===== config.mk =====
export PLATFORM = sky130hd
export DESIGN_NAME = mem_arbiter
export DESIGN_NICKNAME = d
export VERILOG_FILES = /design/src/rtl/mem_arbiter_pkg.sv /design/src/rtl/mem_arbiter.sv
export SDC_FILE = /design/constraint.sdc
export NUM_CORES = 1
export LEC_CHECK = 0
export CAP_MARGIN = 20
export CORE_AREA = 3 3 537 539
export CTS_CLUSTER_DIAMETER = 50
export CTS_CLUSTER_SIZE = 24
export DETAILED_ROUTE_END_ITERATION = 12
export DIE_AREA = 0 0 540 542
export GPL_TIMING_DRIVEN = 1
export SYNTH_ARGS = -nofsm -noshare
export SYNTH_HDL_FRONTEND = slang
export SYNTH_SLANG_ARGS = --single-unit

===== constraint.sdc =====
create_clock -name clk -period 3.6 [get_ports clk]
set_input_delay 1.08 -clock clk [delete_from_list [all_inputs] [get_ports clk]]
set_output_delay 1.08 -clock clk [all_outputs]
set_load 0.05 [all_outputs]

===== src/rtl/mem_arbiter_pkg.sv =====
// Shared types and constants for the cache-to-memory line arbiter.
package arb_types;

    localparam int LINE_W      = 256;
    localparam int OFFSET_BITS = 5;

    typedef enum logic [1:0] {
        IDLE,
        SERVE_I,
        SERVE_D,
        DONE
    } arb_state_e;

endpackage


===== src/rtl/mem_arbiter.sv =====
// Round-robin arbiter merging the icache and dcache line-miss ports onto one
// line-wide physical memory port. One transaction is in flight at a time;
// address, op and write data are latched at grant so that requester changes
// during service have no effect on the memory side.
module mem_arbiter
    import arb_types::arb_state_e;
    import arb_types::IDLE;
    import arb_types::SERVE_I;
    import arb_types::SERVE_D;
    import arb_types::DONE;
    import arb_types::OFFSET_BITS;
#(
    parameter int LINE_W = 256,
    parameter int ADDR_W = 32
) (
    input  logic              clk,
    input  logic              rst,

    input  logic              i_read,
    input  logic [ADDR_W-1:0] i_addr,
    output logic [LINE_W-1:0] i_rdata,
    output logic              i_resp,

    input  logic              d_read,
    input  logic              d_write,
    input  logic [ADDR_W-1:0] d_addr,
    input  logic [LINE_W-1:0] d_wdata,
    output logic [LINE_W-1:0] d_rdata,
    output logic              d_resp,

    output logic              pmem_read,
    output logic              pmem_write,
    output logic [ADDR_W-1:0] pmem_addr,
    output logic [LINE_W-1:0] pmem_wdata,
    input  logic [LINE_W-1:0] pmem_rdata,
    input  logic              pmem_resp
);

    // Clears the within-line offset bits of a requester address.
    localparam logic [ADDR_W-1:0] ALIGN_MASK = ~ADDR_W'((1 << OFFSET_BITS) - 1);

    arb_state_e        state_q, state_d;
    logic              last_grant_q;   // 0 = I owned last, 1 = D owned last
    logic              op_write_q;
    logic [ADDR_W-1:0] addr_q;
    logic [LINE_W-1:0] wdata_q;

    logic i_req, d_req, grant_i, grant_d, serving;

    // Request decode and round-robin tie-break (only acts in IDLE).
    always_comb begin
        i_req   = i_read;
        d_req   = d_read | d_write;
        grant_d = (state_q == IDLE) && d_req && (!i_req || !last_grant_q);
        grant_i = (state_q == IDLE) && i_req && (!d_req ||  last_grant_q);
    end

    // State register plus transaction latches captured at grant time.
    always_ff @(posedge clk) begin
        if (!rst) begin
            state_q      <= IDLE;
            last_grant_q <= 1'b1;
            op_write_q   <= 1'b0;
            addr_q       <= '0;
            wdata_q      <= '0;
        end else begin
            state_q <= state_d;
            if (grant_i) begin
                addr_q       <= i_addr & ALIGN_MASK;
                op_write_q   <= 1'b0;
                last_grant_q <= 1'b0;
            end else if (grant_d) begin
                addr_q       <= d_addr & ALIGN_MASK;
                op_write_q   <= d_write;   // write wins over a simultaneous read
                wdata_q      <= d_wdata;
                last_grant_q <= 1'b1;
            end
        end
    end

    // Next-state logic; DONE is a mandatory one-cycle gap after each response.
    always_comb begin
        state_d = state_q;
        unique case (state_q)
            IDLE: begin
                if (grant_i)      state_d = SERVE_I;
                else if (grant_d) state_d = SERVE_D;
            end
            SERVE_I, SERVE_D: begin
                if (pmem_resp) state_d = DONE;
            end
            DONE:    state_d = IDLE;
            default: state_d = IDLE;
        endcase
    end

    // Memory-side strobes and requester responses, qualified by the owner.
    always_comb begin
        serving    = (state_q == SERVE_I) || (state_q == SERVE_D);
        pmem_read  = serving && !op_write_q;
        pmem_write = serving &&  op_write_q;
        pmem_addr  = addr_q;
        pmem_wdata = wdata_q;
        i_rdata    = pmem_rdata;
        d_rdata    = pmem_rdata;
        i_resp     = (state_q == SERVE_I) && pmem_resp;
        d_resp     = (state_q == SERVE_D) && pmem_resp;
    end

endmodule

==> results of run 1 <==
## cell type report
cell class	count	area (sq um)
Multi-Input combinational cell	914	5369
Timing Repair Buffer	655	6615
Inverter	2	7.507
Clock buffer	57	1361
Clock inverter	43	598.1
Sequential cell	287	5746
Tap cell	3762	4707
Fill cell	33090	260000
Antenna cell	14	35.03
## state kept, by name, summed over array words and instances, names as in the netlist
register,cells
op_write_q,1
state_q,2
pmem_wdata,256
pmem_addr,27
last_grant_q,1
## power by group through the flow
stage | clock (uW) | combinational [uW] | sequential [uW]
6_report | 5670 | 8290 | 4270
5_1_grt | 5980 | 8830 | 4350
4_1_cts | 5890 | 8390 | 4270
3_5_place_dp | 0 | 8380 | 4320
3_3_place_gp | 0 | 8350 | 4300
2_1_floorplan | 0 | 3840 | 6510
## per-layer routing
metal / up-vias / GRT usage / wire (um)
met5: - / 0.005096 / 287
met4: 18 / 0.06078 / 11580
met3: 563 / 0.1730 / 57440
met2: 1512 / 0.1802 / 77260
met1: 6771 / 0.07819 / 41620
li1: 6041 / - / -
## how the worst max path moves through the flow
stage / startpoint / slack (ns) / depth (start not counted) / endpoint
6_report: pmem_addr[28]$_SDFFE_PN0P_ / 0.22 / 1 / pmem_addr[28]
5_1_grt: pmem_addr[28]$_SDFFE_PN0P_ / 0.11 / 1 / pmem_addr[28]
4_1_cts: pmem_addr[28]$_SDFFE_PN0P_ / 0.09 / 1 / pmem_addr[28]
3_5_place_dp: i_read / 0.38 / 5 / pmem_addr[8]$_SDFFE_PN0P_
3_3_place_gp: i_read / 0.43 / 5 / pmem_addr[10]$_SDFFE_PN0P_
2_1_floorplan: pmem_resp / 1.03 / 1 / d_resp
## through the flow
stage,setup slack [ns],power [uW],hold slack [ns],util,cell area [sq um]
2_1_floorplan,1.028,10350,0.4981,-,15920
3_3_place_gp,0.4279,12650,0.4608,0.07890,22450
3_5_place_dp,0.3789,12700,0.4647,0.07890,22450
4_1_cts,0.09249,18560,0.4730,0.08578,24400
5_1_grt,0.1130,19150,0.4902,0.08585,24420
6_report,0.2188,18240,0.4751,0.08591,24440
## Yosys cell counts
master | instances | area share
buf_2 | 48 | 0.015
a21boi_0 | 44 | 0.021
nor2b_1 | 2 | 0.00079
nor3_1 | 42 | 0.013
nand2_1 | 3 | 0.00071
a32oi_1 | 1 | 0.00055
a21oi_1 | 2 | 0.00063
buf_8 | 1 | 0.00094
or2_1 | 2 | 0.00079
o21a_1 | 1 | 0.00047
mux2i_1 | 1 | 0.00063
a22oi_1 | 1 | 0.00047
and2_1 | 3 | 0.0012
dfxtp_1 | 287 | 0.36
conb_1 | 1 | 0.00024
clkbuf_1 | 61 | 0.014
buf_6 | 17 | 0.012
buf_4 | 551 | 0.26
nand3_1 | 269 | 0.085
a21bo_2 | 1 | 0.00063
o21ba_1 | 1 | 0.00063
nor3b_1 | 1 | 0.00047
o211ai_1 | 1 | 0.00047
or4b_1 | 1 | 0.00063
inv_1 | 2 | 0.00047
nand2b_1 | 2 | 0.00079
o21ai_0 | 284 | 0.089
clkbuf_2 | 1 | 0.00031
nor2_4 | 1 | 0.00071
a21boi_1 | 213 | 0.10
a31oi_1 | 14 | 0.0055
ha_1 | 4 | 0.0031
o31a_1 | 1 | 0.00055
o2bb2ai_1 | 1 | 0.00055
o31ai_1 | 13 | 0.0061
## timing repair
action                     CTS  global route
setup endpoints to repair    1             0
hold buffers                 0             0
gates resized for setup      1             0
## logic make-up after synthesis
group / share of synthesized area
buffers and inverters: 0.3034
muxes: 0.0006295
other: 0.0002358
and+or+nand+nor: 0.1039
DFF: 0.3613
adders and majority gates: 0.003148
AOI/OAI and AO/OA: 0.2273
==> results.json, run 1 <==
{
  "cts_root_buf": "clkbuf_16",
  "fmax_ghz": 0.2958,
  "status": "completed",
  "seqPwrFrac": 0.234,
  "reg2reg_from": "state_q[1]$_SDFFE_PN0P_",
  "netlist_area_sq_mm": 0.01590,
  "grt_pass1_vias": 14450,
  "startpoint_type": "flip-flop",
  "yosys_warnings": 0,
  "num_vias": 14910,
  "routed_wl_mm": 188.2,
  "drv_slew": 0,
  "ys_ff_latch": 287,
  "post-cts-setup-buffers": 0,
  "hold_viol_final": 0,
  "hp-class": "flip-flop to flip-flop",
  "fp-row-count": 196,
  "rsz0062_at_grt": "false",
  "initial_utilization": 0.05590,
  "combinationalPowerShare": 0.455,
  "swShare": 0.4721,
  "crit_required_ns": 2.52,
  "cts_made_buffers": 53,
  "clk_latency_ns": 0.69,
  "ys_seq_area_frac": 0.3613,
  "slew_headroom": 0.3613,
  "syn2layout_area_growth_pct": 53.69,
  "setup.worst_path.class": "flip-flop to primary output",
  "r2r_slack_ns": 1.35,
  "die_area_sq_mm": 0.2927,
  "grt.total_usage": 0.1226,
  "core_area_sq_mm": 0.2845,
  "detail-route-antenna-nets": 0,
  "drt_pass1_iterations": 6,
  "tns_ns": 0,
  "io_pins": 1386,
  "drtIter0Drc": 1201,
  "clock_sinks": 287,
  "grt_start_max_net_pins": 94,
  "path_cells": "clkdlybuf4s50_1",
  "p_clk_frac": 0.311,
  "wl_per_cell_um": 32.82,
  "crit_path_end_kind": "primary output",
  "ir_worst_vdd_v": 0.0005166,
  "cts_tree": "built",
  "grt_pass1_wl_mm": 220.8,
  "final_cell_mix": "clkdlybuf4s50_1, dfxtp_1, o21ai_0",
  "min_period_ns": 3.381,
  "cp_max_fo": 2,
  "setup_viol": 0,
  "tightest_slew_ns": 0.9550,
  "crit_slowest_cell": "clkdlybuf4s50_1",
  "ys_types": 35,
  "rr_endpoint": "pmem_wdata[177]$_SDFFE_PN0P_",
  "drc": 0,
  "clk_pin_slew_ns": 0.06,
  "min-delay-start": "pmem_wdata[240]$_SDFFE_PN0P_",
  "chipHeight_um": 542,
  "fin_crit_sh": 0.9392,
  "skew_ns": 0.05711,
  "cp.arrival_ns": 2.30,
  "die_w_um": 540,
  "hold_end": "pmem_wdata[240]$_SDFFE_PN0P_",
  "cts.path.max_buffers": 3,
  "final_common_cell": "clkdlybuf4s50_1",
  "antenna_found_initial": 119,
  "io_buffers": 602,
  "power_switching_uw": 8609,
  "netlist_instances": 1878,
  "vias_per_cell": 2.599,
  "routabilityCongestion": 0.9364,
  "finalNonFillerCells": 5734,
  "path_buf_inv": 1,
  "critical_path.top_delay_family": "buffers and inverters",
  "p_int_uw": 9628,
  "layout.nets": 2499,
  "htreeDepth": 2,
  "grt-ovfl-total": 0,
  "cap_violations": 0,
  "drive_above_1_share": 0.1062,
  "place_hpwl_mm": 168.2,
  "dp_cells": 5620,
  "avgSynthCellArea_sq_um": 8.467,
  "max_stage_delay_ns": 1.09,
  "min_delay_path_depth": 2,
  "reg2regPathDepth": 7,
  "leakagePower_uw": 0.007392,
  "power.density_mw_per_mm2": 746.2
}
No activity file was read; power rests on OpenSTA's default activity.
==> inputs of run 2 (changes only) <==
--- a/config.mk
+++ b/config.mk
@@ -14,2 +14,3 @@
 export GPL_TIMING_DRIVEN = 1
+export HOLD_SLACK_MARGIN = 0.05
 export SYNTH_ARGS = -nofsm -noshare
--- a/constraint.sdc
+++ b/constraint.sdc
@@ -3,2 +3,2 @@
 set_output_delay 1.08 -clock clk [all_outputs]
-set_load 0.05 [all_outputs]
+set_load 0.1 [all_outputs]
==> run 2 against run 1 <==
Compared with the run above: final area decreased by 3.0%; power increased by 12%; die area did not move; clock skew shrank 0.015 ns; sequential share of layout area up 0.72 points; critical path type is now input pin to primary output; wire length is essentially flat; non-clock buffer count is 8 lower; global-route usage hardly changed; utilization fell by 0.26 points; maximum frequency increased by 6.1%.
==> results.json, run 2 (synthesis gave the netlist of run 1 again) <==
{
  "antenna_found_initial": 115,
  "fp-row-count": 196,
  "cap_violations": 0,
  "wl_per_cell_um": 32.81,
  "grt.total_usage": 0.1225,
  "syn2layout_area_growth_pct": 49.11,
  "fmax_ghz": 0.3137,
  "clock_sinks": 287,
  "io_buffers": 602,
  "tightest_slew_ns": 0.7903,
  "vias_per_cell": 2.588,
  "drive_above_1_share": 0.2248,
  "hp-class": "flip-flop to flip-flop",
  "cts_root_buf": "clkbuf_16",
  "critical_path.top_delay_family": "buffers and inverters",
  "clk_latency_ns": 0.71,
  "htreeDepth": 2,
  "crit_slowest_cell": "clkdlybuf4s50_1",
  "largest_reg_flops": 256,
  "detail-route-antenna-nets": 0,
  "cts_hold_buf": 0,
  "skew_ns": 0.04245,
  "rsz0062_at_grt": "false",
  "grt_start_max_net_pins": 167,
  "chipHeight_um": 542,
  "max_stage_delay_ns": 0.56,
  "ir_worst_vdd_v": 0.0007083,
  "setup_viol": 0,
  "place_hpwl_mm": 167.4,
  "post-cts-setup-buffers": 0,
  "grt-ovfl-total": 0,
  "tns_ns": 0,
  "min_period_ns": 3.188,
  "routed_wl_mm": 188.2,
  "total_power_uw": 20360,
  "drtIter0Drc": 1084,
  "cp_max_fo": 5,
  "drc": 0,
  "grt_pass1_vias": 14170,
  "grt_pass1_wl_mm": 220.6,
  "status": "completed",
  "clk_pin_slew_ns": 0.05,
  "cts.path.max_buffers": 3,
  "path_buf_inv": 2,
  "io_pins": 1386,
  "hold_viol_final": 0,
  "slew_headroom": 0.4731,
  "die_area_sq_mm": 0.2927,
  "drt_pass1_iterations": 5,
  "cp.arrival_ns": 2.11,
  "routabilityCongestion": 0.9300,
  "setup_slack_ns": 0.4118,
  "crit_path_end_kind": "primary output",
  "drv_slew": 0,
  "crit_required_ns": 2.52,
  "layout.nets": 2494,
  "power.density_mw_per_mm2": 858.8,
  "final_cell_mix": "clkdlybuf4s50_1, buf_4, dfxtp_1",
  "cts_resized": 0,
  "setup.worst_path.class": "input pin to primary output",
  "final_common_cell": "clkdlybuf4s50_1",
  "path_cells": "clkdlybuf4s50_1 -> and2_1 -> buf_12",
  "cts_tree": "built",
  "post-place-ws_ns": 0.2809,
  "die_w_um": 540,
  "cts_made_buffers": 56,
  "startpoint_type": "input pin",
  "core_area_sq_mm": 0.2845,
  "leakagePower_uw": 0.007745,
  "initial_utilization": 0.05590,
  "fin_crit_sh": 0.8856,
  "num_vias": 14850
}
[run 2: changes by cell type in the layout (fill, tap and decap cells not counted), sizes merged]
cell | previous run | this run
bufinv | 7 | 4
inv | 22 | 23
clkbuf | 57 | 62
dlygate4sd2 | 1 | 0
clkinv | 15 | 14
buf | 104 | 333
diode | 14 | 22
clkdlybuf4s50 | 550 | 314
clkinvlp | 1 | 2
[run 2: layout make-up]
class	count	area (sq um)
clock inverter	41	491.7
clock buffer	62	1454
tap	3762	4707
timing repair buffer	647	5881
sequential	287	5746
antenna	22	55.05
multi-input combinational	914	5369
inverter	2	7.507
fill	33210	260800
[run 2: final timing paths]
| kind | from | to | slack [ns] | cells past startpoint |
|---|---|---|---|---|
| worst max-delay path | pmem_resp | d_resp | 0.41 | 3 |
| worst max register to register | state_q[1]$_SDFFE_PN0P_ | pmem_wdata[191]$_SDFFE_PN0P_ | 1.23 | 6 |
| worst min-delay path | pmem_wdata[187]$_SDFFE_PN0P_ | pmem_wdata[187]$_SDFFE_PN0P_ | 0.47 | 2 |
| worst min register to register | pmem_wdata[187]$_SDFFE_PN0P_ | pmem_wdata[187]$_SDFFE_PN0P_ | 0.47 | 2 |
[run 2: where the power goes]
| part | total (uW) | switching, uW | internal [uW] | leakage (uW) |
|---|---|---|---|---|
| Combinational | 10500 | 8360 | 2090 | 0.00444 |
| Clock | 5630 | 2330 | 3300 | 0.000955 |
| Sequential | 4290 | 418 | 3870 | 0.00235 |
| Total | 20400 | 11100 | 9250 | 0.00774 |
[run 2: stage by stage]
| step | cells | hold slack, ns | util | cell area [sq um] |
|---|---|---|---|---|
| after floorplan | 1882 | 0.4981 | - | 15920 |
| after global placement | 5612 | 0.4623 | 0.07632 | 21710 |
| after detailed placement | 5612 | 0.4671 | 0.07632 | 21710 |
| after CTS | 5715 | 0.4746 | 0.08315 | 23660 |
| after global routing | 5728 | 0.4905 | 0.08327 | 23690 |
| final | 5737 | 0.4729 | 0.08335 | 23710 |
[run 2: tightest hold or removal path: cells and delay by family (launching register included)]
family,cells,cell delay (ns)
DFF,1,0.30
AOI/OAI and AO/OA,2,0.12
[run 2: per-layer routing]
layer / global-route usage / share of wire
met5: 0.0009864 / 0.00073
met4: 0.06968 / 0.064
met3: 0.1773 / 0.31
met2: 0.1753 / 0.41
met1: 0.07655 / 0.22
==> inputs of run 3 (changes only) <==
CTS_CLUSTER_SIZE = unset   (was 24)
==> run 3 against run 2 <==
Compared with the run above: clock power up 4.1%; register-to-register slack about the same; highest routed layer unchanged; largest cell class unchanged; largest power group unchanged; combinational power hardly changed.
==> results.json, run 3 (synthesis gave the netlist of run 1 again) <==
{
  "status": "completed",
  "grt.total_usage": 0.1226,
  "power.density_mw_per_mm2": 865.2,
  "swShare": 0.5375,
  "syn2layout_area_growth_pct": 49.77,
  "drt_pass1_iterations": 5,
  "die_area_sq_mm": 0.2927,
  "core_area_sq_mm": 0.2845,
  "routabilityCongestion": 0.9300,
  "max_stage_delay_ns": 0.56,
  "drive_above_1_share": 0.2248,
  "min_period_ns": 3.182,
  "drc": 0,
  "vias_per_cell": 2.579,
  "grt_pass1_wl_mm": 220.6,
  "combinationalPowerShare": 0.507,
  "cts_made_buffers": 57,
  "grt_start_max_net_pins": 167,
  "cp_max_fo": 5,
  "io_buffers": 602,
  "total_power_uw": 20610,
  "cap_violations": 0,
  "seq_area_sq_mm": 0.005746,
  "fp-row-count": 196,
  "drv_slew": 0,
  "crit_required_ns": 2.52,
  "leakagePower_uw": 0.007784,
  "layout.nets": 2495,
  "post-cts-setup-buffers": 0,
  "path_cells": "clkdlybuf4s50_1 -> and2_1 -> buf_12",
  "drtIter0Drc": 1082,
  "fmax_ghz": 0.3143,
  "htreeDepth": 2,
  "cp.arrival_ns": 2.10,
  "tightest_slew_ns": 0.8092,
  "cts_root_buf": "clkbuf_16",
  "chipHeight_um": 542,
  "rsz0062_at_grt": "false",
  "p_clk_frac": 0.285,
  "cts_tree": "built",
  "startpoint_type": "input pin",
  "p_int_uw": 9530,
  "io_pins": 1386,
  "finalNonFillerCells": 5743,
  "final_cell_mix": "clkdlybuf4s50_1, buf_4, dfxtp_1",
  "final_common_cell": "clkdlybuf4s50_1",
  "setup_viol": 0,
  "wl_per_cell_um": 32.78,
  "cts_hold_buf": 0,
  "power_switching_uw": 11070,
  "largest_reg_flops": 256,
  "cts.path.max_buffers": 3,
  "hold_viol_final": 0,
  "detail-route-antenna-nets": 0,
  "dp_cells": 5612,
  "setup.worst_path.class": "input pin to primary output",
  "tns_ns": 0,
  "hp-class": "flip-flop to flip-flop",
  "path_buf_inv": 2,
  "antenna_found_initial": 115,
  "num_vias": 14810,
  "die_w_um": 540,
  "fin_crit_sh": 0.8838,
  "crit_slowest_cell": "clkdlybuf4s50_1",
  "clk_pin_slew_ns": 0.06,
  "critical_path.top_delay_family": "buffers and inverters",
  "grt_pass1_vias": 14140,
  "place_hpwl_mm": 167.4,
  "routed_wl_mm": 188.3,
  "cts_resized": 0,
  "slew_headroom": 0.4605,
  "crit_path_end_kind": "primary output",
  "initial_utilization": 0.05590,
  "ir_worst_vdd_v": 0.0007024,
  "holdWs_ns": 0.4730,
  "seqPwrFrac": 0.208,
  "multi_input_area_sq_mm": 0.005369,
  "grt-ovfl-total": 0,
  "skew_ns": 0.07357,
  "clock_sinks": 287,
  "clk_latency_ns": 0.72,
  "num-fill-cells": 33200
}
-- run 3: cell count changes in the layout (fill, tap and decap cells not counted) --
cell | previous run | this run
clkbuf_16 | 56 | 57
diode_2 | 22 | 24
clkbuf_1 | 3 | 6
bufinv_16 | 4 | 7
clkinv_4 | 4 | 8
inv_6 | 14 | 13
inv_16 | 1 | 0
inv_8 | 6 | 2
clkbuf_8 | 3 | 5
clkinv_2 | 7 | 4
-- run 3: through the flow --
| stage | worst slack [ns] | utilization | instance area, sq um |
|---|---|---|---|
| floorplan | 0.4117 | - | 15920 |
| global placement | 0.3231 | 0.07632 | 21710 |
| detailed placement | 0.2809 | 0.07632 | 21710 |
| CTS | 0.3522 | 0.08351 | 23760 |
| global route | 0.3474 | 0.08361 | 23790 |
| finish | 0.4184 | 0.08372 | 23820 |
-- run 3: routing by layer --
| layer | track usage | vias up | part of all wire |
|---|---|---|---|
| met3 | 0.1781 | 553 | 0.31 |
| li1 | - | 6046 | - |
| met1 | 0.07599 | 6705 | 0.22 |
| met2 | 0.1752 | 1492 | 0.40 |
| met4 | 0.07019 | 16 | 0.066 |
| met5 | 0.0009864 | - | 0.00054 |
-- run 3: worst reg2reg max path: stages, from the launching register on --
cell and delay [ns]:
dfxtp_1 0.31, inv_1 0.12, ha_1 0.33, a21boi_4 0.30
buf_12 0.22, nand3_1 0.77, a21boi_1 0.24
-- run 3: power by group through the flow --
stage	clock (uW)	combinational, uW	sequential (uW)
after global routing	6180	11000	4350
final	5860	10500	4290
after global placement	0	10500	4300
after detailed placement	0	10500	4330
after CTS	6090	10600	4280
after floorplan	0	5070	8970
-- run 3: cell type report --
type,count,share of cell area
clock inverter,39,0.02217
antenna,24,0.002522
inverter,2,0.0003152
tap,3762,0.1976
clock buffer,68,0.06373
sequential,287,0.2413
multi-input combinational,914,0.2254
timing repair buffer,647,0.2469
-- run 3: worst paths after layout --
path                                 from                            to  slack, ns  cells past startpoint
max                             pmem_resp                        d_resp       0.42                      3
min          pmem_wdata[187]$_SDFFE_PN0P_  pmem_wdata[187]$_SDFFE_PN0P_       0.47                      2
max reg2reg       state_q[1]$_SDFFE_PN0P_  pmem_wdata[191]$_SDFFE_PN0P_       1.22                      6
min reg2reg  pmem_wdata[187]$_SDFFE_PN0P_  pmem_wdata[187]$_SDFFE_PN0P_       0.47                      2
